===== config.mk =====
export PLATFORM = sky130hd
export DESIGN_NAME = inst_fetch_unit_flat
export DESIGN_NICKNAME = d
export VERILOG_FILES = /design/src/rtl/inst_fetch_unit_if.sv /design/src/rtl/inst_fetch_unit.sv /design/src/flat_wrapper.sv
export SDC_FILE = /design/constraint.sdc
export NUM_CORES = 1
export LEC_CHECK = 0
export ABC_AREA = 1
export CORE_ASPECT_RATIO = 1.1
export CORE_MARGIN = 10
export CORE_UTILIZATION = 40
export CTS_CLUSTER_SIZE = 24
export DETAILED_ROUTE_END_ITERATION = 6
export PLACE_DENSITY = 0.77
export SLEW_MARGIN = 20
export SYNTH_ARGS = -nofsm -noshare
export SYNTH_HDL_FRONTEND = slang
export SYNTH_SLANG_ARGS = --single-unit

===== constraint.sdc =====
create_clock -name CLK -period 2.85 [get_ports CLK]
set_input_delay 0.57 -clock CLK [delete_from_list [all_inputs] [get_ports CLK]]
set_output_delay 0.57 -clock CLK [all_outputs]
set_load 0.1 [all_outputs]

===== src/rtl/inst_fetch_unit_if.sv =====
// inst_fetch_unit_if: instruction-memory request/acknowledge bus.
//   imem_req   : fetch request (master -> memory)
//   imem_addr  : word-aligned fetch address (master -> memory)
//   imem_ack   : memory returns imem_rdata this cycle (memory -> master)
//   imem_rdata : fetched word (memory -> master)
// Modports: master (fetch unit), slave (memory model / memory controller).
interface inst_fetch_unit_if;
  logic        imem_req;
  logic [31:0] imem_addr;
  logic        imem_ack;
  logic [31:0] imem_rdata;

  modport master (output imem_req, output imem_addr, input imem_ack, input imem_rdata);
  modport slave  (input imem_req, input imem_addr, output imem_ack, output imem_rdata);
endinterface


===== src/rtl/inst_fetch_unit.sv =====
// inst_fetch_unit: fetch stage in front of a single-cycle MIPS core.
// Fetches the word at pc over a variable-latency req/ack memory bus and
// releases the core (core_stall=0, inst_valid=1) for exactly one cycle per
// completed fetch. Misaligned pc and memory timeouts substitute NOP_INST and
// raise sticky error flags; fetching continues after a fault.
// Ports:
//   CLK, reset       : clock, asynchronous active-high reset
//   pc               : core program counter (stable while core_stall=1)
//   inst, inst_valid : instruction word and its one-cycle issue strobe
//   core_stall       : ~inst_valid, core clock-enable gate
//   imem             : instruction-memory bus (master modport)
//   misalign_err     : sticky, a fetch was attempted with pc[1:0]!=0
//   timeout_err      : sticky, a fetch ran TIMEOUT cycles without ack
//   fetch_count      : number of issued instructions, wraps
// Optional build macro FETCH_LAST_HIT_EN: one-entry last-fetch register that
// serves a repeated pc without a memory request.
module inst_fetch_unit #(
  parameter int unsigned TIMEOUT  = 255,
  parameter logic [31:0] NOP_INST = 32'h0000_0000,
  parameter int unsigned CNT_W    = 32
) (
  input  logic                 CLK,
  input  logic                 reset,
  input  logic [31:0]          pc,
  output logic [31:0]          inst,
  output logic                 inst_valid,
  output logic                 core_stall,
  inst_fetch_unit_if.master    imem,
  output logic                 misalign_err,
  output logic                 timeout_err,
  output logic [CNT_W-1:0]     fetch_count
);

  typedef enum logic [1:0] {IDLE, FETCH, ISSUE} state_t;

  state_t             state_q, state_d;
  logic [31:0]        inst_q, inst_d;
  logic [15:0]        tcnt_q, tcnt_d;
  logic [CNT_W-1:0]   fetch_count_q, fetch_count_d;
  logic               misalign_err_q, misalign_err_d;
  logic               timeout_err_q, timeout_err_d;
  logic               aligned, hit, req;

`ifdef FETCH_LAST_HIT_EN
  logic [31:0] last_addr_q, last_addr_d;
  logic [31:0] last_inst_q, last_inst_d;
  logic        last_valid_q, last_valid_d;
  // last_addr is always word aligned, so a misaligned pc can never hit.
  assign hit = last_valid_q && (pc == last_addr_q);
`else
  assign hit = 1'b0;
`endif

  assign aligned = (pc[1:0] == 2'b00);
  assign req     = (state_q == FETCH) && aligned && !hit;

  always_comb begin
    state_d        = state_q;
    inst_d         = inst_q;
    tcnt_d         = tcnt_q;
    fetch_count_d  = fetch_count_q;
    misalign_err_d = misalign_err_q;
    timeout_err_d  = timeout_err_q;
`ifdef FETCH_LAST_HIT_EN
    last_addr_d    = last_addr_q;
    last_inst_d    = last_inst_q;
    last_valid_d   = last_valid_q;
`endif
    case (state_q)
      IDLE: state_d = FETCH;
      FETCH: begin
        if (hit) begin
`ifdef FETCH_LAST_HIT_EN
          inst_d  = last_inst_q;
`endif
          tcnt_d  = '0;
          state_d = ISSUE;
        end else if (!aligned) begin
          inst_d         = NOP_INST;
          misalign_err_d = 1'b1;
          tcnt_d         = '0;
          state_d        = ISSUE;
        end else if (imem.imem_ack) begin
          inst_d  = imem.imem_rdata;
          tcnt_d  = '0;
          state_d = ISSUE;
`ifdef FETCH_LAST_HIT_EN
          last_addr_d  = {pc[31:2], 2'b00};
          last_inst_d  = imem.imem_rdata;
          last_valid_d = 1'b1;
`endif
        end else if (tcnt_q == 16'(TIMEOUT - 1)) begin
          // This is the TIMEOUT-th request cycle without ack: abort at the
          // edge so imem_req is high for exactly TIMEOUT cycles.
          inst_d        = NOP_INST;
          timeout_err_d = 1'b1;
          tcnt_d        = '0;
          state_d       = ISSUE;
        end else begin
          tcnt_d = tcnt_q + 16'd1;
        end
      end
      ISSUE: begin
        fetch_count_d = fetch_count_q + 1'b1;
        state_d       = FETCH;
      end
      default: state_d = IDLE;
    endcase
  end

  always_ff @(posedge CLK or posedge reset) begin
    if (reset) begin
      state_q        <= IDLE;
      inst_q         <= NOP_INST;
      tcnt_q         <= '0;
      fetch_count_q  <= '0;
      misalign_err_q <= 1'b0;
      timeout_err_q  <= 1'b0;
`ifdef FETCH_LAST_HIT_EN
      last_addr_q    <= '0;
      last_inst_q    <= '0;
      last_valid_q   <= 1'b0;
`endif
    end else begin
      state_q        <= state_d;
      inst_q         <= inst_d;
      tcnt_q         <= tcnt_d;
      fetch_count_q  <= fetch_count_d;
      misalign_err_q <= misalign_err_d;
      timeout_err_q  <= timeout_err_d;
`ifdef FETCH_LAST_HIT_EN
      last_addr_q    <= last_addr_d;
      last_inst_q    <= last_inst_d;
      last_valid_q   <= last_valid_d;
`endif
    end
  end

  // Gate with reset so an outstanding request is withdrawn immediately.
  assign imem.imem_req  = req && !reset;
  assign imem.imem_addr = {pc[31:2], 2'b00};

  assign inst         = inst_q;
  assign inst_valid   = (state_q == ISSUE);
  assign core_stall   = (state_q != ISSUE);
  assign misalign_err = misalign_err_q;
  assign timeout_err  = timeout_err_q;
  assign fetch_count  = fetch_count_q;

endmodule


===== src/flat_wrapper.sv =====
// flat-port wrapper written by rule: the top's interface ports become plain ports
module inst_fetch_unit_flat 
#(
  parameter int unsigned TIMEOUT  = 255,
  parameter logic [31:0] NOP_INST = 32'h0000_0000,
  parameter int unsigned CNT_W    = 32
)
  (CLK, reset, pc, inst, inst_valid, core_stall, misalign_err, timeout_err, fetch_count, imem_imem_req, imem_imem_addr, imem_imem_ack, imem_imem_rdata);
  inst_fetch_unit_if imem_i ();
  input  logic CLK;
  input  logic reset;
  input  logic [31:0] pc;
  output logic [31:0] inst;
  output logic inst_valid;
  output logic core_stall;
  output logic misalign_err;
  output logic timeout_err;
  output logic [CNT_W-1:0] fetch_count;
  output wire logic [$bits(imem_i.imem_req)-1:0] imem_imem_req;
  output wire logic [$bits(imem_i.imem_addr)-1:0] imem_imem_addr;
  input wire logic [$bits(imem_i.imem_ack)-1:0] imem_imem_ack;
  input wire logic [$bits(imem_i.imem_rdata)-1:0] imem_imem_rdata;
  assign imem_imem_req = imem_i.imem_req;
  assign imem_imem_addr = imem_i.imem_addr;
  assign imem_i.imem_ack = imem_imem_ack;
  assign imem_i.imem_rdata = imem_imem_rdata;
  inst_fetch_unit #(.TIMEOUT(TIMEOUT), .NOP_INST(NOP_INST), .CNT_W(CNT_W)) u_core (.CLK(CLK), .reset(reset), .pc(pc), .inst(inst), .inst_valid(inst_valid), .core_stall(core_stall), .imem(imem_i), .misalign_err(misalign_err), .timeout_err(timeout_err), .fetch_count(fetch_count));
endmodule

==> flow_metrics.tcl <==
set metrics [dict create \
    drt_iter0_drc 235 \
    die_y_um 130 \
    hp-class "reg2reg" \
    required_ns 2.28 \
    setup_tns_ns 0 \
    power.leakage_nw 2.84 \
    power_mw 4.71 \
    drive_gt1_share_pct 16.6 \
    pwr_density_cell_nw_per_um2 853 \
    grt_usage_pct 14.5 \
    hold_viol_final 0 \
    row_count 40 \
    syn_area_sq_um 4390 \
    cp_max_fo 2 \
    ys_warn_count 0 \
    post-place-ws_ns 0.614 \
    grt_first_pass_wirelength_um 18600 \
    clockBufferDepth 2 \
    ys.flop_type "dfrtp_1" \
    cpPeakStageDelay_ns 0.41 \
    grt_pass1_vias 3818 \
    multi_input_area_sq_um 1760 \
    clk_latency_ns 0.34 \
    grt_max_degree 52 \
    yosysUniqueCellTypes 26 \
    yosysSeqAreaShare_pct 47.8 \
    io_pins 168 \
    n_fill_cell 1002 \
    dpl.hpwl_um 8350 \
    clk_pin_slew_ns 0.06 \
    utilization_pct 51.1 \
    drc 0 \
    period_minus_slack_ns 2.15 \
    status "completed" \
    ir_worst_vdd_mv 0.575 \
    diodes 0 \
    layout.area.seq_sq_um 2100 \
    slowest_stage "clkdlybuf4s50_1" \
    maxCapViolations 0 \
    yosysMostFrequentCell "nand2_1" \
    dieArea_sq_um 15600 \
    synth.avg_cell_area_sq_um 8.00 \
    setup_ws_ns 0.697 \
    antenna_found_initial 0 \
    fin_worst_skew_ns 0.00999 \
    vias_per_cell 4.88 \
    startpoint_type "primary input" \
    cp-end-kind "output pin" \
    cts.htree.levels 3 \
    cp_num_buf_inv 2 \
    holdBufCountCts 0 \
    min_period_over_period_pct 75.6 \
    rsz0062_at_grt "no" \
    path_class "in2out" \
    die_w_um 120 \
    worstPathArrival_ns 1.58 \
    path_cells "clkdlybuf4s50_1 -> nor2_2 -> nand2_1 -> nor2_1 -> buf_12" \
    slew_violations 0 \
    cp_top_family "buffers and inverters" \
    synth_area_leaders "dfrtp_1, nand2_1, nand4_1, buf_4, inv_1" \
    wl_um 11200 \
    vias 3782 \
    setup_viol 0 \
    place.gp.congestion 0.896 \
    wl_per_cell_um 14.4 \
    final_antenna_net_count 0 \
    syn_inst 549 \
    synth_top_area_share_pct 47.8 \
    dr.pass1.iters 5 \
    ys_ff_latch 84 \
    async_flop_share_pct 100 \
    cts_tree "done" \
    overflow 0 \
    max_slew.worst_pin.slew_ns 0.606 \
    post_cts_buffers 0 \
    cts.sinks 84 \
    fmax_mhz 464 \
    synth_top_area_cell "dfrtp_1" \
    root_buffer "clkbuf_16" \
    core_area_sq_um 10800 \
    synth_edf_count 0 \
    nNetsFinal 693 \
    syn_to_final_growth_pct 25.7 \
    maxSlewHeadroom_pct 59.4 \
    synth_common_cells "nand2_1, dfrtp_1, inv_1" \
    ctsResizeCount 0 \
    initial_core_util_pct 40.6 \
    numCtsBuffers 9 \
    io_buffer_count 105 \
]
-- placed cells by master (no fill, tap or decap) --
master	synthesis	routed
nand2_1	175	175
ha_1	3	3
o21bai_1	2	2
clkbuf_16	0	9
nand4_1	48	48
inv_2	2	2
inv_1	53	52
xor2_1	13	13
a21oi_1	1	1
nor2_1	42	41
xnor2_1	12	12
buf_4	33	72
clkinv_2	0	2
clkinv_4	0	1
clkdlybuf4s50_1	0	36
nand2_2	3	3
clkbuf_1	11	1
clkbuf_8	0	1
nor2_2	5	6
o21ai_1	6	6
nand3b_1	3	3
o21ai_0	3	3
inv_6	0	1
bufinv_16	0	2
o22ai_1	2	2
a31o_2	1	1
buf_12	0	2
nand3_1	39	39
nor3_1	1	1
nor2_4	2	2
dfrtp_1	84	84
conb_1	1	2
-- registers in the layout, summed over array words and instances, names as in the netlist --
register             count
u_core.timeout_err       1
u_core.misalign_err      1
u_core.state_q           2
u_core.fetch_count      32
u_core.inst             32
u_core.tcnt_q           16
-- cell type report --
type,instances,share of cell area [%]
Sequential cell,84,38.1
Multi-Input combinational cell,363,31.9
Timing Repair Buffer,110,17.0
Clock buffer,11,4.40
Inverter,55,3.76
Tap cell,147,3.33
Clock inverter,5,1.50
-- metrics by stage --
step	std cells	hold WS, ns	area [sq um]
floorplan	550	0.429	4400
global placement	759	0.444	5200
detailed placement	759	0.448	5200
CTS	775	0.457	5520
global route	775	0.473	5520
finish	775	0.453	5520
-- kinds of logic (layout without fill, tap and decap cells) --
family | Yosys count | after routing | synth area share, %
AOI/OAI and AO/OA | 15 | 15 | 1.96
xor gates and xnor gates | 25 | 25 | 4.98
buffers and inverters | 103 | 181 | 12.2
DFF | 84 | 84 | 47.8
other | 1 | 2 | 0.0854
and+or+nand+nor | 318 | 318 | 32.1
adders and majority gates | 3 | 3 | 0.855
-- worst register-to-register path: cells and delay by family, from the launching register on --
family                   cells  cell delay [ns]
adder cells (fa/ha/maj)      1             0.18
AND/OR/NAND/NOR              7             1.17
flip-flops                   1             0.44
-- report_power, final --
part           internal (mW)  switching [mW]  total, mW  leakage [nW]
clock                  0.795           0.484       1.28         0.160
combinational          0.362            1.58       1.94          1.53
sequential              1.35           0.136       1.49          1.15
total                   2.51            2.20       4.71          2.84
-- final timing paths --
check	from	endpoint	slack (ns)	depth (start not counted)
min in group asynchronous	reset	u_core.inst[31]$_DFFE_PP0P_	0.63	2
min reg2reg	u_core.state_q[0]$_DFFE_PP0P_	u_core.state_q[0]$_DFFE_PP0P_	0.45	1
min	u_core.state_q[0]$_DFFE_PP0P_	u_core.state_q[0]$_DFFE_PP0P_	0.45	1
max in group asynchronous	reset	u_core.fetch_count[15]$_DFFE_PP0P_	1.55	3
max	pc[1]	imem_imem_req	0.70	5
max reg2reg	u_core.fetch_count[0]$_DFFE_PP0P_	u_core.fetch_count[30]$_DFFE_PP0P_	0.96	8
-- routing by layer --
layer  track usage [%]  share of wire [%]  up-vias
met1              17.0                 41     1780
met5                 0                  0        -
met2              23.3                 50      116
met3              6.44                7.6       12
met4              4.55                1.2        0
li1                  -                  -     1874
Note: power is estimated with default switching activity, not from simulation.
